**src/rtl/rip_branch_target_buffer.sv**
```systemverilog
// Direct-mapped branch target buffer with a registered one-cycle lookup and next-fetch-address selection.
// Build option: define RIP_BTB_BYPASS_EN for write-first forwarding of a same-cycle taken update.
module rip_branch_target_buffer #(
  parameter int INDEX_WIDTH = 6,
  parameter int TAG_WIDTH   = 8
) (
  input  logic        clk,
  input  logic        rstn,
  input  logic [31:0] pc,
  input  logic        lookup,
  input  logic        pred,
  output logic        hit,
  output logic [31:0] target,
  output logic [31:0] next_pc,
  input  logic        upd_valid,
  input  logic [31:0] upd_pc,
  input  logic [31:0] upd_target,
  input  logic        upd_taken,
  input  logic        flush
);

  localparam int ENTRIES = 1 << INDEX_WIDTH;
  localparam int TAG_LSB = 2 + INDEX_WIDTH;
  localparam int TAG_TOP = TAG_LSB + TAG_WIDTH;

  logic [ENTRIES-1:0]   valid;
  logic [TAG_WIDTH-1:0] tag_mem    [ENTRIES];
  logic [31:0]          target_mem [ENTRIES];

  logic [INDEX_WIDTH-1:0] lk_idx;
  logic [INDEX_WIDTH-1:0] up_idx;
  logic [TAG_WIDTH-1:0]   lk_tag;
  logic [TAG_WIDTH-1:0]   up_tag;
  logic                   wr_en;
  logic                   rd_hit;
  logic [31:0]            rd_target;

  logic [31:0] pc_q;
  logic        hit_q;
  logic [31:0] target_q;

  assign lk_idx = pc[2 +: INDEX_WIDTH];
  assign lk_tag = pc[TAG_LSB +: TAG_WIDTH];
  assign up_idx = upd_pc[2 +: INDEX_WIDTH];
  assign up_tag = upd_pc[TAG_LSB +: TAG_WIDTH];

  // A flush in the same cycle drops the update entirely.
  assign wr_en = upd_valid && upd_taken && !flush;

  // Alignment bits and PC bits above the tag take no part in the match.
  logic unused_pc_bits;
  assign unused_pc_bits = ^{pc[1:0], pc[31:TAG_TOP], upd_pc[1:0], upd_pc[31:TAG_TOP]};

  // NOTE: every always_comb output gets a default first so no path can infer a latch.
  always_comb begin
    rd_hit    = valid[lk_idx] && (tag_mem[lk_idx] == lk_tag);
    rd_target = rd_hit ? target_mem[lk_idx] : 32'd0;
`ifdef RIP_BTB_BYPASS_EN
    if (wr_en && (up_idx == lk_idx)) begin
      rd_hit    = (up_tag == lk_tag);
      rd_target = rd_hit ? upd_target : 32'd0;
    end
`endif
    if (flush) begin
      rd_hit    = 1'b0;
      rd_target = 32'd0;
    end
  end

  // NOTE: sequential state uses non-blocking assignments so every register samples pre-edge values.
  always_ff @(posedge clk) begin
    if (!rstn) begin
      valid    <= '0;
      pc_q     <= 32'd0;
      hit_q    <= 1'b0;
      target_q <= 32'd0;
    end else begin
      if (lookup) begin
        pc_q     <= pc;
        hit_q    <= rd_hit;
        target_q <= rd_target;
      end
      if (flush) begin
        valid <= '0;
      end else if (wr_en) begin
        valid[up_idx] <= 1'b1;
      end
    end
  end

  // NOTE: tag/target storage has no reset; the valid bits alone decide whether an entry is live.
  always_ff @(posedge clk) begin
    if (rstn && wr_en) begin
      tag_mem[up_idx]    <= up_tag;
      target_mem[up_idx] <= upd_target;
    end
  end

  assign hit     = hit_q;
  assign target  = target_q;
  assign next_pc = (hit_q && pred) ? target_q : pc_q + 32'd4;

endmodule

```
**config.mk**
```make
export PLATFORM = sky130hd
export DESIGN_NAME = rip_branch_target_buffer
export DESIGN_NICKNAME = d
export VERILOG_FILES = /design/src/rtl/rip_branch_target_buffer.sv
export SDC_FILE = /design/constraint.sdc
export NUM_CORES = 2
export LEC_CHECK = 0
export BUFFER_PORTS_ARGS = -buffer_cell sky130_fd_sc_hd__buf_2
export CAP_MARGIN = 5
export CORE_UTILIZATION = 30
export DETAILED_ROUTE_END_ITERATION = 7
export PLACE_DENSITY_LB_ADDON = 0.25
export SYNTH_ARGS = -nofsm -noshare
export SYNTH_HDL_FRONTEND = slang
export SYNTH_SLANG_ARGS = --single-unit
```
**constraint.sdc**
```tcl
create_clock -name clk -period 4.66 [get_ports clk]
set_clock_uncertainty 0.2 [all_clocks]
set_input_delay 0.466 -clock clk [delete_from_list [all_inputs] [get_ports clk]]
set_output_delay 0.466 -clock clk [all_outputs]
set_load 0.01 [all_outputs]
```
* After elaboration in Yosys (flattened, before gate mapping)
Memory sizes are Yosys's and may differ from the RTL's. Cells that the tools add are included.
Storage, ports and cells: bits of input ports 103, ROM bits 0, RAM bits 2560, latch bits 0, memories kept 2, register bits 129, output and inout bits 65
Operators by class: muxes and demuxes 10, add/sub/neg operators 1, $mul 0, bitwise gates (word level) 2, $lt $le $gt $ge 3, shifts and indexed selects 0, divide/modulo/power cells 0, reduce and logical (&&, ||, !) cells 8, eq/ne operators 1
Memory list:
- target_mem | depth 64, width 32, rd ports 1, clocked after memory_dff 0, wr ports 1, RTL line 28 | logic [31:0] target_mem [ENTRIES];
- tag_mem | depth 64, width 8, rd ports 1, clocked after memory_dff 0, wr ports 1, RTL line 27 | logic [TAG_WIDTH-1:0] tag_mem [ENTRIES];
Operators with widths (count):
- $mux 32 | 3
- $or 64x64->64 | 1
- $add 32x3->32 const B | 1
- $lt 6x7->1 const B | 2
- $eq 8x8->1 | 1
- $bmux 1 s6 | 1
- $demux 1 s6 | 1
- $ge 6x1->1 const B | 1
- $logic_and 1x1->1 | 6
- $mux 1 | 5
- $reduce_or 2->1 | 1
- $logic_not 1->1 | 1
- $not 1->1 | 1

* Depth between registers and ports, before layout
depth in word-level cells 5, depth in mapped cells 15, depth with buffers taken out 8

* Worst setup path after synthesis
OpenSTA, ideal clock, no wires.
kind input -> register, start input upd_pc[4], end memory tag_mem[52][0] (enable), stages on the path 4, data required time 4.022 ns, slack 0.717 ns, arrival time 3.306 ns, path buffers 1, cell sequence clkbuf_1 nor3b_1 nand2_1 nor2_1
RTL lines:
- from (decl) | RTL line 16 | input logic [31:0] upd_pc,
- to (decl) | RTL line 27
No word-level cell before the write port.

* Worst setup path in the final report
start register pc_q[2], end output next_pc[26]
Between the ends: word-level cells in the longest chain between the ends 2
Ends and longest elaborated chain:
- from (decl) | RTL line 38 | logic [31:0] pc_q;
- from (signal assigned) | RTL line 79 | pc_q <= pc;
- $add 32x3->32 | RTL line 101 | assign next_pc = (hit_q && pred) ? target_q : pc_q + 32'd4;
- $mux 32 | RTL line 101
- to (decl) | RTL line 14 | output logic [31:0] next_pc,
No other way between the ends.

==> impl_metrics.toml <==
[critical_path]
cp_max_fo = 4
reg2reg_slack_ps = 1190
rr_worst_depth = 9
crit_required_ps = 3990
r2r_start = "tag_mem[59][1]"
cp-startpoint = "pc_q[2]"
worstSetupEndpointType = "output pin"
critPathKind = "reg -> out"
crit_end = "next_pc[26]"
arrival_ps = 3620
cp-start-kind = "flop"
r2r_end = "target[29]"

[power_and_ir_drop]
p_total_w = 0.0519
powerDensity_mw_per_mm2 = 425
intPower_w = 0.0408
p_leak_nw = 38.1
swShare = 0.212
pwr-share-clk = 0.442
peakVddDrop_v = 0.000265
p_seq_frac = 0.511
p_sw_w = 0.0110
comb_power_share = 0.047

[timing]
slew_viol_final = 0
tightest_slew_ps = 1250
finalSetupTns_ps = 0
relSlewSlack = 0.170
fmax_ghz = 0.233
min_period_ps = 4290
report.final.hold_viol_count = 0
grt_setup_unrepaired = "no"
finalCritPeriodShare = 0.920
finalSetupViolCount = 0

[placement]
dp.cells = 9357
place.gp.congestion = 0.769
portBuffers = 149
hpwl_um = 174000

[floorplanning]
core_area_mm2 = 0.343
start_util = 0.302
dieArea_mm2 = 0.348
io_pins = 168
die_h_um = 590
die_w_um = 590
num_rows = 215

[cts]
post_cts_buffers = 0
htreeDepth = 5
cts_tree = "done"
cts_sinks = 2689
clockBufferDepth = 4
cts_resized = 0
hold_buffers = 26
worst_skew_pair.late_latency_ps = 870
numCtsBuffers = 302
cts.clk_slew.worst_paths_ps = 60
cts_root_buf = "clkbuf_16"

[global_routing]
grt_first_pass_wirelength_um = 427000
grt_max_degree = 100
grt_remaining_overflow = 0
grt_pass1_vias = 51600
track_usage = 0.177
antenna_found_initial = 35

[layout]
final_cells = 9938
regArea_mm2 = 0.0795
drive_above_1_share = 0.308
fin_nets = 5234
multi_input_area_mm2 = 0.0233
area_delta_synth_final_pct = 17.7
fillers = 31800

[yosys]
yosysSeqAreaShare = 0.767
yosysTopAreaCell = "edfxtp_1"
ys_ff_latch = 2689
synth_area_leaders = "edfxtp_1 74%, mux4_2 16%, dfxtp_1 2.5%"
yosysUniqueCellTypes = 64
synth_area_mm2 = 0.104
async_flop_share = 0
synthFlopType = "edfxtp_1"
yosysWarnings = 0
synth_edf_count = 2560
synth_top_area_share = 0.742
synthCells = 4648
avgSynthCellArea_um2 = 22.3
syn-num-nets = 4752

[job]
maxCapViolCount = 0

[drt]
viasPerCell = 5.15
drc_errors = 0
detail-route-antenna-nets = 0
routed_wl_um = 314000
drt_iter0_drc = 6006
wl_per_cell_um = 31.5
vias = 51200
first_pass_iters = 5

[status]
status = "complete, no violations"

[min_path]
hold_class = "in -> reg"
## worst min path at each step
stage	depth (start not counted)	end	from	slack [ps]
6_report	5	valid[49]	upd_pc[3]	70
5_1_grt	5	valid[28]	upd_pc[3]	60
4_1_cts	5	valid[28]	upd_pc[2]	4
3_5_place_dp	2	valid[32]	valid[32]	250
3_3_place_gp	2	valid[15]	valid[15]	240
2_1_floorplan	2	valid[13]	valid[13]	230
## Yosys cell counts (all sizes together), types with 3 or more instances
cell type / n
clkbuf: 99
o22ai: 4
nand3b: 6
mux2i: 163
nor3: 10
and3b: 4
a22oi: 39
o31ai: 33
xor2: 18
nand2b: 6
and3: 10
o211ai: 6
o2111ai: 3
nand3: 36
a221oi: 7
nor2b: 46
nor2: 166
nor4: 3
inv: 30
a21oi: 85
xnor2: 16
a31oi: 4
mux4: 749
a211oi: 6
edfxtp: 2560
nand2: 133
a22o: 3
dfxtp: 129
nor3b: 5
o21ai: 39
mux2: 20
nand4: 23
buf: 155
or3: 3
and2: 7
a2111oi: 3
## flip-flops by register name (all words and copies together), names as in the netlist
register,flops
hit,1
target,32
tag_mem,512
target_mem,2048
pc_q,32
valid,64
## critical path, cell delays in order (launching register included)
cell	delay, ps
dfxtp_1	460
ha_1	250
nand2_1	130
nor4_1	850
nand3_1	360
nor2b_1	230
xnor2_1	180
o21ai_0	120
buf_2	180
## through the flow
| stage | instance area [um2] | utilization | setup WS [ps] | hold WS [ps] |
|---|---|---|---|---|
| after floorplan | 104000 | - | 717 | 231 |
| after global placement | 112000 | 0.327 | -87.2 | 242 |
| after global routing | 122000 | 0.355 | 191 | 56.7 |
| after CTS | 122000 | 0.355 | 398 | 3.94 |
| final | 122000 | 0.355 | 375 | 69.7 |
| after detailed placement | 112000 | 0.327 | -159 | 254 |
## routing by layer
layer,vias up,GRT usage,wire [um]
met5,-,0.00274,207
met3,431,0.0387,24300
met2,2052,0.283,148000
li1,20600,-,-
met1,28100,0.242,130000
met4,16,0.0551,10300
## cell usage in the layout (no fill, tap or decap), types with 45 or more instances in the layout
master     netlist  routed
nor2b_1         46      45
clkbuf_16        0     309
clkinv_2         0      46
mux4_2         746     746
nor2_1         166     102
nor2_4           0      64
buf_12           1      74
mux2i_1        163     163
edfxtp_1      2560    2560
clkinv_1         0      69
buf_2          106     143
buf_4           14     184
nand2_1        133     133
dfxtp_1        129     129
clkbuf_1        99      64
a21oi_1         85      85
## logic make-up after synthesis
family / count (synthesis) / synth area share
flip-flops: 2689 / 0.767
multiplexers: 932 / 0.181
AND/OR/NAND/NOR: 465 / 0.0209
buffers and inverters: 284 / 0.0131
AO/OA/AOI/OAI: 243 / 0.0150
XOR/XNOR: 34 / 0.00287
adder cells (fa/ha/maj): 1 / 0.000121
## power groups by stage
stage	Sequential (W)	Clock, W	Combinational (W)
floorplan	0.0270	0	0.00134
global placement	0.0270	0	0.00242
detailed placement	0.0270	0	0.00244
CTS	0.0265	0.0234	0.00247
global route	0.0265	0.0242	0.00257
finish	0.0265	0.0229	0.00242
## final cells by class
class | count | area share
diodes | 16 | 0.000328
clock buffers | 382 | 0.0664
clock inverters | 157 | 0.0113
inverters | 30 | 0.000934
multi-input cells | 1675 | 0.191
flip-flops and latches | 2689 | 0.652
well taps | 4557 | 0.0468
repair buffers | 432 | 0.0321
No activity file was read; power rests on OpenSTA's default activity.
